--- config.mk ---
export PLATFORM = sky130hd
export DESIGN_NAME = batch_reverse_buffer
export DESIGN_NICKNAME = d
export VERILOG_FILES = /design/src/rtl/batch_reverse_buffer.sv
export SDC_FILE = /design/constraint.sdc
export NUM_CORES = 1
export LEC_CHECK = 0
export BUFFER_PORTS_ARGS = -buffer_cell sky130_fd_sc_hd__buf_2
export CORE_MARGIN = 8
export CORE_UTILIZATION = 40
export DETAILED_ROUTE_END_ITERATION = 8
export GPL_TIMING_DRIVEN = 0
export RECOVER_POWER = 100
export SYNTH_ARGS = -nofsm -noshare
export SYNTH_HDL_FRONTEND = slang
export SYNTH_SLANG_ARGS = --single-unit
export TNS_END_PERCENT = 50
--- constraint.sdc ---
create_clock -name clk -period 2.5 [get_ports clk]
set_input_delay 0.5 -clock clk [delete_from_list [all_inputs] [get_ports clk]]
set_output_delay 0.5 -clock clk [all_outputs]
set_load 0.02 [all_outputs]
--- src/rtl/batch_reverse_buffer.sv ---
// batch_reverse_buffer
//   Buffers an input sample stream in batches of `batch` samples and replays
//   each completed batch in reverse order, one sample per accepted input.
//   Two banks operate as a ping-pong pair. One bank is written in forward
//   order while the other, already complete, is read back newest-first.
//
// Ports
//   clk        clock; all state updates happen on posedge
//   rst_n      asynchronous active-low reset
//   clr        synchronous flush; same effect as reset, wins over in_valid
//   in         input sample in forward time order
//   in_valid   input sample accepted this cycle (no back-pressure)
//   out        reversed sample (registered)
//   out_valid  out holds a valid sample this cycle
//   out_first  out is the newest sample of its batch
//   out_last   out is the oldest sample of its batch
module batch_reverse_buffer #(
  parameter int size  = 4,
  parameter int batch = 8
) (
  input  logic            clk,
  input  logic            rst_n,
  input  logic            clr,
  input  logic [size-1:0] in,
  input  logic            in_valid,
  output logic [size-1:0] out,
  output logic            out_valid,
  output logic            out_first,
  output logic            out_last
);

  localparam int IDX_W  = $clog2(batch);
  localparam int ADDR_W = $clog2(2 * batch);
  localparam logic [IDX_W-1:0]  LAST_IDX   = IDX_W'(batch - 1);
  localparam logic [ADDR_W-1:0] BANK_SPAN  = ADDR_W'(batch);

  typedef enum logic {
    FILL = 1'b0,
    RUN  = 1'b1
  } state_t;

  // Bank b occupies entries [b*batch, b*batch + batch - 1].
  logic [size-1:0] mem [2*batch];

  state_t           state_q, state_d;
  logic [IDX_W-1:0] wr_idx_q, wr_idx_d;
  logic             wr_bank_q, wr_bank_d;
  logic [size-1:0]  out_q, out_d;
  logic             out_valid_q, out_valid_d;
  logic             out_first_q, out_first_d;
  logic             out_last_q, out_last_d;

  logic              wr_en;
  logic              rd_bank;
  logic [IDX_W-1:0]  rd_idx;
  logic [ADDR_W-1:0] wr_addr;
  logic [ADDR_W-1:0] rd_addr;
  logic [size-1:0]   rd_data;

  // The read always targets the bank opposite the one being written, using
  // the pre-update wr_bank. On the wrap cycle that is still the older bank.
  // From the next accepted sample on, it is the bank just completed.
  always_comb begin
    wr_en   = in_valid && !clr;
    rd_bank = ~wr_bank_q;
    rd_idx  = LAST_IDX - wr_idx_q;
    wr_addr = (wr_bank_q ? BANK_SPAN : '0) + ADDR_W'(wr_idx_q);
    rd_addr = (rd_bank   ? BANK_SPAN : '0) + ADDR_W'(rd_idx);
    rd_data = mem[rd_addr];
  end

  // Storage carries no reset. Stale contents are never observed, because
  // output only starts after a complete new batch has been written.
  always_ff @(posedge clk) begin
    if (wr_en) begin
      mem[wr_addr] <= in;
    end
  end

  always_comb begin
    state_d     = state_q;
    wr_idx_d    = wr_idx_q;
    wr_bank_d   = wr_bank_q;
    out_d       = out_q;        // out holds its value across gaps
    out_valid_d = 1'b0;
    out_first_d = 1'b0;
    out_last_d  = 1'b0;

    if (clr) begin
      state_d   = FILL;
      wr_idx_d  = '0;
      wr_bank_d = 1'b0;
      out_d     = '0;
    end else if (in_valid) begin
      if (state_q == RUN) begin
        out_d       = rd_data;
        out_valid_d = 1'b1;
        out_first_d = (wr_idx_q == '0);
        out_last_d  = (wr_idx_q == LAST_IDX);
      end
      if (wr_idx_q == LAST_IDX) begin
        wr_idx_d  = '0;
        wr_bank_d = ~wr_bank_q;
        state_d   = RUN;
      end else begin
        wr_idx_d  = wr_idx_q + IDX_W'(1);
      end
    end
  end

  always_ff @(posedge clk or negedge rst_n) begin
    if (!rst_n) begin
      state_q     <= FILL;
      wr_idx_q    <= '0;
      wr_bank_q   <= 1'b0;
      out_q       <= '0;
      out_valid_q <= 1'b0;
      out_first_q <= 1'b0;
      out_last_q  <= 1'b0;
    end else begin
      state_q     <= state_d;
      wr_idx_q    <= wr_idx_d;
      wr_bank_q   <= wr_bank_d;
      out_q       <= out_d;
      out_valid_q <= out_valid_d;
      out_first_q <= out_first_d;
      out_last_q  <= out_last_d;
    end
  end

  assign out       = out_q;
  assign out_valid = out_valid_q;
  assign out_first = out_first_q;
  assign out_last  = out_last_q;

endmodule
* Yosys cells after proc, flatten, opt, wreduce, memory -nomap -nowiden
Memory sizes are Yosys's and may differ from the RTL's. Cells that the tools add are included. Widths: inputs -> output; s select.
Storage, ports and cells: register bits after elaboration 12, memories 1, output and inout port bits 7, bits of input ports 8, bits in writable memories 64, logic and storage cells 47
Memory list:
- mem | words 16, bits a word 4, rd ports 1, clocked after memory_dff 0, wr ports 1, line 43 | logic [size-1:0] mem [2*batch];
Operators by class: equality and inequality tests 1, bitwise gates (word level) 1, multiplexer cells 25, reductions and logical operators 8, add/subtract/negate cells 4
Operators with widths (count):
- $mux 4 | 5
- $mux 1 | 17
- $mux 3 | 3
- $add 4x3->4 | 2
- $reduce_bool 2->1 | 3
- $reduce_and 2->1 | 2
- $add 3x1->3 const B | 1
- $eq 3x3->1 const B | 1
- $logic_not 3->1 | 1
- $sub 3x3->3 const A | 1
- $logic_and 1x1->1 | 1
- $logic_not 1->1 | 1
- $not 1->1 | 1

* Logic depth before layout (Yosys ltp)
An unclocked memory read counts as a cell.
word-level depth 6, mapped depth 6

* Worst setup path before layout
No wires, ideal clock.
path type register to register, start point reg wr_idx_q[0], end point mem mem[8][0] (enable), library setup time 0.361 ns, arrival time 1.459 ns, buffers on the path 2, setup slack 0.680 ns, cell stages (with the launch flop) 7, cells stage by stage dfrtp_1 > buf_2 > buf_4 > inv_1 > ha_1 > nand3_1 > nor3_1
Between the ends: longest elaborated chain between the ends 1
Ends and longest elaborated chain:
- from (decl) | line 46 | logic [IDX_W-1:0] wr_idx_q, wr_idx_d;
- from (signal assigned) | line 122 | wr_idx_q <= wr_idx_d;
- $add 4x3->4 | line 67 | wr_addr = (wr_bank_q ? BANK_SPAN : '0) + ADDR_W'(wr_idx_q);
- to (decl) | line 43
No other way between the ends.

* Worst setup path in the final report
start point reg wr_idx_q[1], end point mem mem[0][2] (enable)
The elaborated chain is that of the path after synthesis.

==> run summary <==
Final wirelength: 6150 um. The number of clock buffers added by TritonCTS is 9. The cell leakage power is 1.13 nW. Across the VDD grid, the largest voltage drop is 0.265 mV.

The logs give 1596 for the overall via count from detail_route and 3300 um^2 for the area of placed instances. The post-synthesis to final-layout area growth was 11.4%. The synthesized area per cell works out to 18.0 um^2.

Entering global routing, the biggest net connects 17 pins. CTS built an H-tree with a depth of 3. Clock transition at the register clock pins on the worst setup and hold paths after CTS: 0.08 ns. Setup repair after global routing left no endpoint under its margin. The setup clock skew after layout was 0.0106 ns.

The root buffer cell chosen for the clock tree is sky130_fd_sc_hd__clkbuf_8. The number of synthesized flops with an enable pin came out at 64. The flow ran to the end, and the final reports show no timing, DRC or antenna violations.

The arrival time of the worst setup path was 2.33 ns; the number of placement rows was 32. The die is 104 um wide. The share of the clock period used by the worst path after layout was 0.941. The share of flip-flops with an asynchronous set or reset is 0.158, and the wire length of the first global-routing pass is 9850 um. For this run, the top clock speed supported by timing is 425 MHz.

The wire-length estimate of the detail-placed layout is 4170 um. The tools report the final instance area as 3460 um^2. The die covers 10800 um^2.

The yosys synthesis warning count was 0; the number of max-cap violations was 0. The die is 104 um tall. The run gives 0 as the final max-slew violation count. The cell area that synthesis handed to floorplanning was 3100 um^2. The power density over cell area was 677 nW/um^2; the count of mapped cells out of synthesis was 172. Average via count per standard cell: 5.25. The critical path in this run is classified as register to register. Hold timing on the final database bottoms out at a slack of 0.141 ns.

The number of placed instances, taps included was 288; the share of post-route cells with drive strength above 1 was 0.163. Critical path required time: 2.48 ns. In this run the tool buffered the top-level ports with 14 buffer cells. For the pin with the worst max-slew slack, the measured transition is 0.744 ns. The remaining global-route overflow is 0, and the post-synthesis net count is 185.

The run gives 2 as the number of buffers on the longest clock path. The run gives 0.408 as the starting density of the core. Counting distinct cell types in the post-synthesis netlist gives 27. Number of buffers added for setup after CTS: 0.

The logs give 0 for the count of antenna diodes in the layout and 0 for the post-cts hold buffer count. TritonCTS built the clock tree. After detailed routing, the number of remaining DRC violations is 0. After the flow finishes, the layout carries non-filler instances totaling 304. The number of antenna violations at the first check in global routing is 0. The sort of element at the end of the critical path is a register. The number of global-route vias before repair was 1757. Routability-driven placement finished with a final weighted congestion of 0.801. The hold violation total from the final report is 0, and the clock insertion delay at the later pin of the skew report is 0.35 ns. The run gives 0 as the total of cells resized after clock tree synthesis.

In this run the worst path has a maximum fanout of 10. Setup total negative slack on the finished layout was measured at 0 ns. Worst slew margin relative to its limit: 0.500. In the final design database the tool counted 210 nets. The run gives 0.123 as the total global-route track usage.

The type of the tightest min-delay check was input pin to asynchronous set/reset pin. After synthesis the netlist holds a flip-flop and latch count of 76. The worst path in the final design needs a cycle of 2.35 ns, including I/O delays and setup. Setup violations remaining at the end of the flow were counted as 0.

The main flop type after synthesis is sky130_fd_sc_hd__edfxtp_1. After the first detailed-routing iteration, the DRC count stood at 106. The type of origin of the critical path was a register. In this run the standard cell core region covers 7610 um^2.

The sequential fraction of the synthesis area came out at 0.716. The count of nets left with antenna violations once routing finished came out at 0. The number of optimization iterations in the first detailed-route pass is 4, and the clock sink count is 76. After detailed routing, the average wire length per cell comes to 20.2 um.

15 I/O pins were placed.
[placed cells by master, fill, tap and decap left out, types with 6 or more instances in the layout]
cell type	Yosys	routed
sky130_fd_sc_hd__clkbuf_1	3	17
sky130_fd_sc_hd__clkbuf_8	0	9
sky130_fd_sc_hd__dfrtp_1	12	12
sky130_fd_sc_hd__edfxtp_1	64	64
sky130_fd_sc_hd__mux4_1	8	8
sky130_fd_sc_hd__mux4_2	8	8
sky130_fd_sc_hd__nand2_1	6	6
sky130_fd_sc_hd__nor2_1	15	15
sky130_fd_sc_hd__nor3_1	8	7
[synth_stat cells (all sizes together), types with 3 or more instances]
cell type,count,area share
mux2i,5,0.016
a22oi,4,0.0097
clkbuf,3,0.0036
nand2,6,0.0073
edfxtp,64,0.62
buf,6,0.012
mux4,16,0.13
nor2,15,0.018
a21oi,3,0.0048
inv,3,0.0036
nand3,3,0.0048
ha,5,0.020
dfrtp,12,0.097
mux2,4,0.015
nor3,8,0.013
nand2b,5,0.010
o21ai,4,0.0065
[stage by stage]
step                setup WS, ns  power (mW)  utilization
CTS                        0.149        2.37        0.456
finish                     0.147        2.34        0.454
global route              0.0301        2.43        0.454
detailed placement         0.172        1.57        0.434
floorplan                  0.680        1.51            -
global placement           0.182        1.57        0.434
[where the power goes]
part | switching [mW] | leakage (nW) | internal [mW]
registers | 0.00501 | 0.743 | 1.38
clock network | 0.446 | 0.0747 | 0.352
logic | 0.0904 | 0.309 | 0.0632
[final cells by class]
type / instances / area [um^2]
buffer: 9 / 47.5
clock buffer: 9 / 124
clock inverter: 7 / 43.8
fill: 693 / 4150
inverter: 3 / 11.3
multi-input combinational: 84 / 827
sequential: 76 / 2220
tap: 102 / 128
timing repair buffer: 14 / 53.8
[cell families (layout without fill, tap and decap cells)]
logic type | count (synthesis) | count (layout) | share of synthesized area
AO/OA/AOI/OAI | 11 | 11 | 0.0210
XOR/XNOR | 2 | 2 | 0.00565
adder cells (fa/ha/maj) | 5 | 5 | 0.0202
buffers and inverters | 12 | 42 | 0.0190
flip-flops | 76 | 76 | 0.716
multiplexers | 25 | 25 | 0.156
AND/OR/NAND/NOR | 41 | 41 | 0.0617
[path summary, 6_finish.rpt]
| kind | slack [ns] | start | depth (start not counted) | to |
|---|---|---|---|---|
| max in group asynchronous | 1.94 | rst_n | 1 | wr_idx_q[2] |
| worst max-delay path | 0.15 | wr_idx_q[1] | 6 | mem[0][2] |
| min in group clk | 0.47 | in_valid | 3 | out_valid |
| worst min-delay path | 0.14 | rst_n | 1 | out_valid |
| worst max register to register | 0.15 | wr_idx_q[1] | 6 | mem[0][2] |
| worst min register to register | 0.54 | out[2] | 2 | out[2] |
[critical path: stages, from the launching register on]
cell                       delay (ns)
sky130_fd_sc_hd__dfrtp_1         0.43
sky130_fd_sc_hd__buf_6           0.17
sky130_fd_sc_hd__clkbuf_1        0.31
sky130_fd_sc_hd__inv_1           0.18
sky130_fd_sc_hd__ha_1            0.22
sky130_fd_sc_hd__nand2_1         0.08
sky130_fd_sc_hd__nor3_1          0.58
[routing by layer]
| layer | share of wire | track usage | up-vias |
|---|---|---|---|
| met4 | 0.021 | 0.0714 | 0 |
| met3 | 0.061 | 0.0266 | 11 |
| met2 | 0.45 | 0.182 | 47 |
| met1 | 0.46 | 0.162 | 813 |
| li1 | - | - | 725 |
| met5 | 0 | 0 | - |
[registers in the layout, indices dropped and copies added (netlist names)]
name and count:
wr_idx_q 3, mem 64, out_last 1, wr_bank_q 1, out_valid 1, out 4
state_q 1, out_first 1
Power figures use the tool's default switching activity.
